File: src/rtl/uart_tx_buffer_if.sv
// Bus bundle for uart_tx_buffer: 68k CPU register port plus the drain-side
// master port toward the uart register interface.
interface uart_tx_buffer_if;
  logic [15:0] data_write;
  logic [15:0] data_read;
  logic [7:0]  addr;
  logic        uds;
  logic        lds;
  logic        rw;
  logic        ack;
  logic [15:0] u_data_write;
  logic [7:0]  u_addr;
  logic        u_uds;
  logic        u_lds;
  logic        u_rw;
  logic        u_ack;
  logic        fifo_empty;
  logic        busy;

  modport master (
    output data_write, addr, uds, lds, rw, u_ack,
    input  data_read, ack, u_data_write, u_addr, u_uds, u_lds, u_rw, fifo_empty, busy
  );

  modport slave (
    input  data_write, addr, uds, lds, rw, u_ack,
    output data_read, ack, u_data_write, u_addr, u_uds, u_lds, u_rw, fifo_empty, busy
  );
endinterface

File: src/rtl/uart_tx_buffer.sv
// Transmit byte FIFO between the 68k bus and the uart: the CPU pushes bytes,
// and a small drain FSM writes them one per frame into the uart TX register.
module uart_tx_buffer #(
  parameter int         DEPTH_LOG2   = 4,
  parameter logic [7:0] UART_TX_ADDR = 8'h02
) (
  input logic             clk,
  input logic             reset,
  uart_tx_buffer_if.slave bus
);
  localparam int DEPTH = 2 ** DEPTH_LOG2;
  localparam int CNT_W = DEPTH_LOG2 + 1;

  typedef enum logic [1:0] {IDLE, REQ, GAP} state_t;

  state_t                state, state_nxt;
  logic [7:0]            mem [DEPTH];
  logic [DEPTH_LOG2-1:0] wr_ptr, rd_ptr;
  logic [CNT_W-1:0]      count;
  logic                  overflow;
  logic                  full, empty;
  logic [6:0]            reg_sel;
  logic                  cpu_hit, push, flush, cnt_rd, stat_rd;
  logic                  pop, push_ok, load_head, lds_nxt;
  logic [15:0]           rd_data;
  logic [15:0]           data_read_r;
  logic                  ack_r, u_lds_r;
  logic [15:0]           u_data_r;
  logic                  unused_bits;

  assign unused_bits = ^{bus.data_write[7:0], bus.addr[0]};

  assign full    = (count == CNT_W'(DEPTH));
  assign empty   = (count == '0);
  assign reg_sel = bus.addr[7:1];
  assign cpu_hit = bus.uds | bus.lds;
  assign push    = bus.lds & ~bus.rw & (reg_sel == 7'd1);
  assign cnt_rd  = bus.lds &  bus.rw & (reg_sel == 7'd2);
  assign stat_rd = bus.lds &  bus.rw & (reg_sel == 7'd3);
  assign flush   = bus.lds & ~bus.rw & (reg_sel == 7'd3) & bus.data_write[8];

  // A pop only counts when a real request is being acknowledged; after a flush
  // the in-flight byte is still sent but there is nothing left to pop.
  assign pop     = (state == REQ) & u_lds_r & bus.u_ack & ~empty;
  assign push_ok = push & (~full | pop);

  always_ff @(posedge clk or posedge reset) begin
    if (reset) begin
      wr_ptr   <= '0;
      rd_ptr   <= '0;
      count    <= '0;
      overflow <= 1'b0;
    end else begin
      if (flush) begin
        wr_ptr <= '0;
        rd_ptr <= '0;
        count  <= '0;
      end else begin
        if (push_ok) wr_ptr <= wr_ptr + DEPTH_LOG2'(1);
        if (pop)     rd_ptr <= rd_ptr + DEPTH_LOG2'(1);
        case ({push_ok, pop})
          2'b10:   count <= count + CNT_W'(1);
          2'b01:   count <= count - CNT_W'(1);
          default: count <= count;
        endcase
      end
      if (push & full & ~pop) overflow <= 1'b1;
      else if (stat_rd)       overflow <= 1'b0;
    end
  end

  always_ff @(posedge clk) begin
    if (push_ok) mem[wr_ptr] <= bus.data_write[15:8];
  end

  always_comb begin
    rd_data = '0;
    if (cnt_rd)       rd_data = 16'(count);
    else if (stat_rd) rd_data = {12'd0, overflow, bus.busy, full, empty};
  end

  always_ff @(posedge clk or posedge reset) begin
    if (reset) begin
      ack_r       <= 1'b0;
      data_read_r <= '0;
    end else begin
      ack_r       <= cpu_hit;
      data_read_r <= rd_data;
    end
  end

  always_ff @(posedge clk or posedge reset) begin
    if (reset) begin
      state    <= IDLE;
      u_lds_r  <= 1'b0;
      u_data_r <= '0;
    end else begin
      state   <= state_nxt;
      u_lds_r <= lds_nxt;
      if (load_head) u_data_r <= {mem[rd_ptr], 8'h00};
    end
  end

  // u_lds rises one cycle after entering REQ and is dropped on the acking edge;
  // GAP then keeps it low for a full cycle before the next request.
  always_comb begin
    state_nxt = state;
    load_head = 1'b0;
    lds_nxt   = 1'b0;
    case (state)
      IDLE: begin
        if (~empty & ~flush) begin
          load_head = 1'b1;
          state_nxt = REQ;
        end
      end
      REQ: begin
        if (u_lds_r & bus.u_ack) state_nxt = GAP;
        else                     lds_nxt   = 1'b1;
      end
      GAP:     state_nxt = IDLE;
      default: state_nxt = IDLE;
    endcase
  end

  assign bus.data_read    = data_read_r;
  assign bus.ack          = ack_r;
  assign bus.u_data_write = u_data_r;
  assign bus.u_addr       = UART_TX_ADDR;
  assign bus.u_uds        = 1'b0;
  assign bus.u_lds        = u_lds_r;
  assign bus.u_rw         = 1'b0;
  assign bus.fifo_empty   = empty;
  assign bus.busy         = ~empty | (state != IDLE);
endmodule

File: src/flat_wrapper.sv
// flat-port wrapper written by rule: the top's interface ports become plain ports
module uart_tx_buffer_flat 
#(
  parameter int         DEPTH_LOG2   = 4,
  parameter logic [7:0] UART_TX_ADDR = 8'h02
)
  (clk, reset, bus_data_write, bus_addr, bus_uds, bus_lds, bus_rw, bus_u_ack, bus_data_read, bus_ack, bus_u_data_write, bus_u_addr, bus_u_uds, bus_u_lds, bus_u_rw, bus_fifo_empty, bus_busy);
  uart_tx_buffer_if bus_i ();
  input logic clk;
  input logic reset;
  input wire logic [$bits(bus_i.data_write)-1:0] bus_data_write;
  input wire logic [$bits(bus_i.addr)-1:0] bus_addr;
  input wire logic [$bits(bus_i.uds)-1:0] bus_uds;
  input wire logic [$bits(bus_i.lds)-1:0] bus_lds;
  input wire logic [$bits(bus_i.rw)-1:0] bus_rw;
  input wire logic [$bits(bus_i.u_ack)-1:0] bus_u_ack;
  output wire logic [$bits(bus_i.data_read)-1:0] bus_data_read;
  output wire logic [$bits(bus_i.ack)-1:0] bus_ack;
  output wire logic [$bits(bus_i.u_data_write)-1:0] bus_u_data_write;
  output wire logic [$bits(bus_i.u_addr)-1:0] bus_u_addr;
  output wire logic [$bits(bus_i.u_uds)-1:0] bus_u_uds;
  output wire logic [$bits(bus_i.u_lds)-1:0] bus_u_lds;
  output wire logic [$bits(bus_i.u_rw)-1:0] bus_u_rw;
  output wire logic [$bits(bus_i.fifo_empty)-1:0] bus_fifo_empty;
  output wire logic [$bits(bus_i.busy)-1:0] bus_busy;
  assign bus_i.data_write = bus_data_write;
  assign bus_i.addr = bus_addr;
  assign bus_i.uds = bus_uds;
  assign bus_i.lds = bus_lds;
  assign bus_i.rw = bus_rw;
  assign bus_i.u_ack = bus_u_ack;
  assign bus_data_read = bus_i.data_read;
  assign bus_ack = bus_i.ack;
  assign bus_u_data_write = bus_i.u_data_write;
  assign bus_u_addr = bus_i.u_addr;
  assign bus_u_uds = bus_i.u_uds;
  assign bus_u_lds = bus_i.u_lds;
  assign bus_u_rw = bus_i.u_rw;
  assign bus_fifo_empty = bus_i.fifo_empty;
  assign bus_busy = bus_i.busy;
  uart_tx_buffer #(.DEPTH_LOG2(DEPTH_LOG2), .UART_TX_ADDR(UART_TX_ADDR)) u_core (.clk(clk), .reset(reset), .bus(bus_i));
endmodule
File: config.mk
export PLATFORM = sky130hd
export DESIGN_NAME = uart_tx_buffer_flat
export DESIGN_NICKNAME = d
export VERILOG_FILES = /design/src/rtl/uart_tx_buffer_if.sv /design/src/rtl/uart_tx_buffer.sv /design/src/flat_wrapper.sv
export SDC_FILE = /design/constraint.sdc
export NUM_CORES = 1
export LEC_CHECK = 0
export ABC_CLOCK_PERIOD_IN_PS = 2900
export BUFFER_PORTS_ARGS = -buffer_cell sky130_fd_sc_hd__buf_2
export CAP_MARGIN = 20
export CELL_PAD_IN_SITES_DETAIL_PLACEMENT = 0
export CELL_PAD_IN_SITES_GLOBAL_PLACEMENT = 2
export CORE_ASPECT_RATIO = 1.2
export CORE_MARGIN = 4
export CORE_UTILIZATION = 36
export CTS_BUF_LIST = sky130_fd_sc_hd__clkbuf_16
export CTS_CLUSTER_SIZE = 10
export DETAILED_ROUTE_END_ITERATION = 8
export HOLD_SLACK_MARGIN = 0.12
export PLACE_DENSITY_LB_ADDON = 0.1
export SLEW_MARGIN = 15
export SYNTH_ARGS = -nofsm -noshare
export SYNTH_HDL_FRONTEND = slang
export SYNTH_SLANG_ARGS = --single-unit
File: constraint.sdc
create_clock -name clk -period 2.9 [get_ports clk]
set_input_delay 0.29 -clock clk [delete_from_list [all_inputs] [get_ports clk]]
set_output_delay 0.29 -clock clk [all_outputs]
set_load 0.02 [all_outputs]
Word level (Yosys, flattened, before mapping):

Memories as Yosys holds them, arrays and structs flattened. A register that Yosys moved wholly into a read port is not among the register bits.
Cells that the tools add are included.

* flip-flop bits (word level): 34
* logic and storage cells: 72
* input port bits: 30
* memories: 1
* output and inout bits: 46
* bits in writable memories: 128

* bitwise gates (word level): 23
* reduce and logical (&&, ||, !) cells: 8
* equal/unequal tests: 9
* add/sub/neg operators: 4
* mux-type cells: 19

Memories
* u_core.mem: depth 16, width 8, rd ports 1, clocked after memory_dff 1, write ports 1, line uart_tx_buffer.sv:17 `logic [7:0] mem [DEPTH];`

Operators by type and width (number)
* 4-bit two-way mux: 5
* 16-bit two-way mux: 1
* 1-bit bitwise AND: 15
* 7-bit by 2-bit == test with 1-bit output (second input constant): 2
* 5-bit case mux with 2 select lines: 1
* 4-bit by 1-bit adder with 4-bit output (second input constant): 2
* 1-bit two-way mux: 8
* 2-bit nonzero test: 4
* 7-bit by 1-bit == test with 1-bit output (second input constant): 1
* 5-bit by 1-bit adder with 5-bit output (second input constant): 1
* 5-bit == test (second input constant): 1
* 5-bit logical NOT: 1
* 5-bit two-way mux: 1
* 1-bit NOT: 5
* 5-bit by 1-bit subtractor with 5-bit output (second input constant): 1
* 2-bit by 1-bit == test with 1-bit output (second input constant): 2
* 2-bit two-way mux: 2
* 2-bit case mux with 2 select lines: 1
* 1-bit bitwise OR: 3
* 3-bit nonzero test: 1
* 2-bit == test (second input constant): 1
* 2-bit logical NOT: 1
* 2-bit by 1-bit inequality test with 1-bit output (second input constant): 1
* 2-bit inequality test (second input constant): 1
* 2-bit AND reduction: 1

Longest topological paths before layout:

* word-level depth: 9
* mapped depth: 11
* mapped depth without buffers: 10

Least setup slack after synthesis:

OpenSTA, ideal clock, no wires.

* kind: in2reg
* from: input bus_addr[1]
* to: register u_core.count[4]
* buffers on the path: 1
* arrival: 2.721 ns
* stages: 10
* slack: 0.054 ns
* required time: 2.775 ns
* library setup time: 0.125 ns
* path through: buf_4 or4b_4 nor3_4 nand2b_1 inv_1 ha_1 a21o_1 a21oi_1 mux2_2 mux2_4

* cells in the longest elaborated chain, start to end: 6
* elaborated cells between the ends (all ways): 11
* those cells by class: eq/ne (4); mux (2); bitwise (4); reduce/logical (1)

Ends and longest elaborated chain
* from (decl): line flat_wrapper.sv:12 `input wire logic [$bits(bus_i.addr)-1:0] bus_addr;`
* 7-bit by 1-bit == test with 1-bit output: line uart_tx_buffer.sv:37 `assign push = bus.lds & ~bus.rw & (reg_sel == 7'd1);`
* 1-bit bitwise AND: line uart_tx_buffer.sv:37
* 1-bit bitwise AND: line uart_tx_buffer.sv:45 `assign push_ok = push & (~full | pop);`
* 2-bit by 1-bit == test with 1-bit output / 2-bit == test (equally long branches): line uart_tx_buffer.sv:61 `case ({push_ok, pop})`
* 5-bit case mux with 2 select lines: line uart_tx_buffer.sv:61
* 5-bit two-way mux: line uart_tx_buffer.sv:54 `if (flush) begin`
* to (signal assigned): line uart_tx_buffer.sv:62 `2'b10: count <= count + CNT_W'(1);`
* to (signal assigned): line uart_tx_buffer.sv:63 `2'b01: count <= count - CNT_W'(1);`
* to (signal assigned): line uart_tx_buffer.sv:64 `default: count <= count;`
* to (decl): line uart_tx_buffer.sv:19 `logic [CNT_W-1:0] count;`

Parallel ways exist; a longest one is shown, timed or not.
A chain may end at the register's enable or synchronous reset.

Worst setup path in the final report:

* from: register u_core.count[0]
* to: register u_core.count[4]

* cells in the longest elaborated chain, start to end: 8
* elaborated cells between the ends (all ways): 14
* those cells by class: add/sub (2); eq/ne (3); mux (2); bitwise (5); reduce/logical (2)

Ends and longest elaborated chain
* 5-bit logical NOT: line uart_tx_buffer.sv:34 `assign empty = (count == '0);`
* 1-bit NOT: line uart_tx_buffer.sv:44 `assign pop = (state == REQ) & u_lds_r & bus.u_ack & ~empty;`
* 1-bit bitwise AND: line uart_tx_buffer.sv:44
* 1-bit bitwise OR: line uart_tx_buffer.sv:45
* 1-bit bitwise AND: line uart_tx_buffer.sv:45
* 2-bit by 1-bit == test with 1-bit output / 2-bit == test (equally long branches): line uart_tx_buffer.sv:61
* 5-bit case mux with 2 select lines: line uart_tx_buffer.sv:61
* 5-bit two-way mux: line uart_tx_buffer.sv:54

Parallel ways exist; a longest one is shown, timed or not.

==> impl_metrics.env <==
export IMPL_cp_arrival_ns=2.97
export IMPL_root_buffer="clkbuf_16"
export IMPL_crit_fanout=5
export IMPL_p_total_uw=6970
export IMPL_ant_nets=0
export IMPL_yosys_register_bits=159
export IMPL_cts_sinks=159
export IMPL_crit_path_end_kind="register"
export IMPL_coreArea_um2=18300
export IMPL_peakVddDrop_mv=0.381
export IMPL_rr_endpoint="u_core.count[4]"
export IMPL_place_hpwl_um=9470
export IMPL_pwr_share_clk_pct=30.8
export IMPL_pwr_share_seq_pct=40.9
export IMPL_crit_chain="nor4_1 > a21oi_1 > nand2b_1 > inv_1 > ha_1 > a21o_1 > a21oi_1 > mux2_2 > mux2_4"
export IMPL_gp_congestion=0.712
export IMPL_die_h_um=158
export IMPL_grt_max_degree=26
export IMPL_vias_per_cell=4.69
export IMPL_min_period_ns=2.67
export IMPL_multi_input_area_um2=1920
export IMPL_drt_iter0_markers=154
export IMPL_crit_top_cell="a21oi_1"
export IMPL_setup_viol=0
export IMPL_fin_crit_sh_pct=92.0
export IMPL_switching_share_pct=30.2
export IMPL_detail_route_first_pass_iterations=4
export IMPL_boundaryPins=76
export IMPL_area_growth_syn_to_layout_pct=16.3
export IMPL_min_delay_path_depth=2
export IMPL_r2r_setup_slack_ns=0.23
export IMPL_grt_usage_pct=14.0
export IMPL_required_ns=3.20
export IMPL_syn_cell_area_um2=6770
export IMPL_path_clk_slew_ns=0.06
export IMPL_antenna_found_initial=0
export IMPL_total_leakage_power_uw=0.00290
export IMPL_wl_per_cell_um=19.2
export IMPL_worstHoldEndpoint="u_core.overflow"
export IMPL_grt_use_met3_pct=3.59
export IMPL_clock_skew_ns=0.00566
export IMPL_yosys_warnings=0
export IMPL_insertion_delay_ns=0.42
export IMPL_dieWidth_um=133
export IMPL_tns_ns=0
export IMPL_max_stage_delay_ns=0.43
export IMPL_final_util_pct=43.0
export IMPL_use_met1_pct=18.6
export IMPL_layout_common_cells="edfxtp_1 (128), buf_2 (37), mux4_2 (32), dfrtp_1 (30), conb_1 (29)"
export IMPL_r2r_cells=9
export IMPL_rows=54
export IMPL_outcome="complete, no violations"
export IMPL_antenna_cells=0
export IMPL_maxSlewHeadroom_pct=37.1
export IMPL_holdWs_ns=0.142
export IMPL_hold_viol=0
export IMPL_maxCapViolCount=0
export IMPL_initial_core_util_pct=37.0
export IMPL_p_int_uw=4870
export IMPL_grt_pass1_wl_um=21500
export IMPL_busiest_layer="met2"
export IMPL_grt_overflow=0
export IMPL_startpoint_type="register"
export IMPL_layout_commonest_cell="edfxtp_1"
export IMPL_cp_slowest_cell="dfrtp_1"
export IMPL_numCtsBuffers=17
export IMPL_synthCells=395
export IMPL_tightestPinTransition_ns=0.936
export IMPL_fillers=1685
export IMPL_port_buffers=37
export IMPL_holdCritPathClass="input pin to register"
export IMPL_hp_start="bus_addr[2]"
export IMPL_p_per_area_nw_per_um2=887
export IMPL_postSynthAreaPerCell_um2=17.1
export IMPL_nets=498
export IMPL_p_sw_uw=2110
export IMPL_h_tree_depth=4
export IMPL_ys_seq_area_share_pct=68.3
export IMPL_clock_path_buffers=2
export IMPL_cts_tree="built"
export IMPL_grt_util_met2_pct=22.8
export IMPL_timing_final_max_slew_violations=0
export IMPL_drt_total_wl_um=13900
export IMPL_drc=0
export IMPL_drive_gt1_share_pct=28.6
export IMPL_combPwrFrac_pct=28.3
export IMPL_worstSetupPathType="register to register"
export IMPL_rsz0062_at_grt="no"
export IMPL_fmax_mhz=375
export IMPL_num_vias=3395
export IMPL_regArea_um2=4620
export IMPL_grt_pass1_vias=3611
export IMPL_r2r_start="u_core.count[0]"
export IMPL_ys_types=40
export IMPL_dieArea_um2=21100
[state kept, by name, indices dropped and copies added (netlist names)]
name / cells
u_core.bus.data_read: 5
u_core.state: 2
u_core.overflow: 1
u_core.bus.u_lds: 1
u_core.rd_ptr: 4
u_core.mem: 128
u_core.bus.u_data_write: 8
u_core.count: 5
u_core.bus.ack: 1
u_core.wr_ptr: 4
[what timing repair did]
item | 4_1_cts | 5_1_grt
hold endpoints to repair | 2 | 10
buffers inserted | 0 | 0
gates resized for setup | 0 | 0
hold buffers | 3 | 1
[critical path: cells and delay by family, from the launching register on]
kind	cells	cell delay, ns
fa+ha+maj	1	0.34
flops	1	0.43
buf+inv	1	0.08
simple gates	2	0.51
mux	2	0.65
compound gates	3	0.53
[power by group through the flow]
stage	logic, uW	registers (uW)	clock network, uW
after floorplan	1470	2830	0
after global placement	2020	2910	0
after detailed placement	2020	2910	0
after CTS	2030	2860	2210
after global routing	2170	2890	2300
final	1980	2850	2150
[metrics by stage]
step                area [um^2]  std cells  setup WS (ns)
CTS                        7840        722          0.223
detailed placement         7240        687         0.0562
global route               7870        724         0.0585
finish                     7870        724          0.233
global placement           7240        687         0.0731
floorplan                  6870        422         0.0543
[final cells by class]
class	instances	area share (%)
clock inverters	15	1.85
repair buffers	62	5.12
multi-input cells	210	24.4
flip-flops and latches	159	58.7
well taps	252	4.01
clock buffers	17	5.41
inverters	9	0.429
[cell families (layout without fill, tap and decap cells)]
| family | count (synthesis) | after routing | share of synthesized area (%) |
|---|---|---|---|
| xor+xnor | 9 | 9 | 1.16 |
| simple gates | 79 | 79 | 6.82 |
| flops | 159 | 159 | 68.3 |
| mux | 57 | 57 | 14.6 |
| other cells | 2 | 29 | 0.111 |
| fa+ha+maj | 9 | 9 | 1.78 |
| buf+inv | 53 | 103 | 4.81 |
| compound gates | 27 | 27 | 2.46 |
[cell usage after synthesis (all sizes together)]
cell	n	area, um^2
a211oi	9	67.6
a21o	2	15.0
a21oi	13	65.1
a311oi	1	8.76
and2	12	75.1
and3	4	25.0
and4	1	8.76
buf	39	273
clkbuf	5	18.8
conb	2	7.51
dfrtp	31	776
edfxtp	128	3840
fa	1	20.0
ha	8	100
inv	9	33.8
mux2	10	116
mux2i	15	150
mux4	32	721
nand2	7	26.3
nand2b	2	12.5
nand3	6	30.0
nand4	2	12.5
nand4b	1	8.76
nor2	20	75.1
nor2b	10	62.6
nor3	6	46.3
nor3b	1	12.5
nor4	2	18.8
o21ai	2	10.0
or2	2	12.5
or4	1	7.51
or4b	2	27.5
xnor2	5	43.8
xor2	4	35.0
[worst max path at each step]
stage                         start               to  cells after the start
floorplan               bus_addr[1]  u_core.count[4]                     10
global placement        bus_addr[6]  u_core.count[4]                     10
detailed placement      bus_addr[6]  u_core.count[4]                     10
CTS                 u_core.count[0]  u_core.count[4]                      9
global route        u_core.count[0]  u_core.count[4]                      9
finish              u_core.count[0]  u_core.count[4]                      9
[metal layers]
layer	wire, um	up-vias
li1	-	1583
met1	6370	1733
met2	6840	65
met3	487	14
met4	173	0
met5	0	-
(Power assumes the default switching activity.)
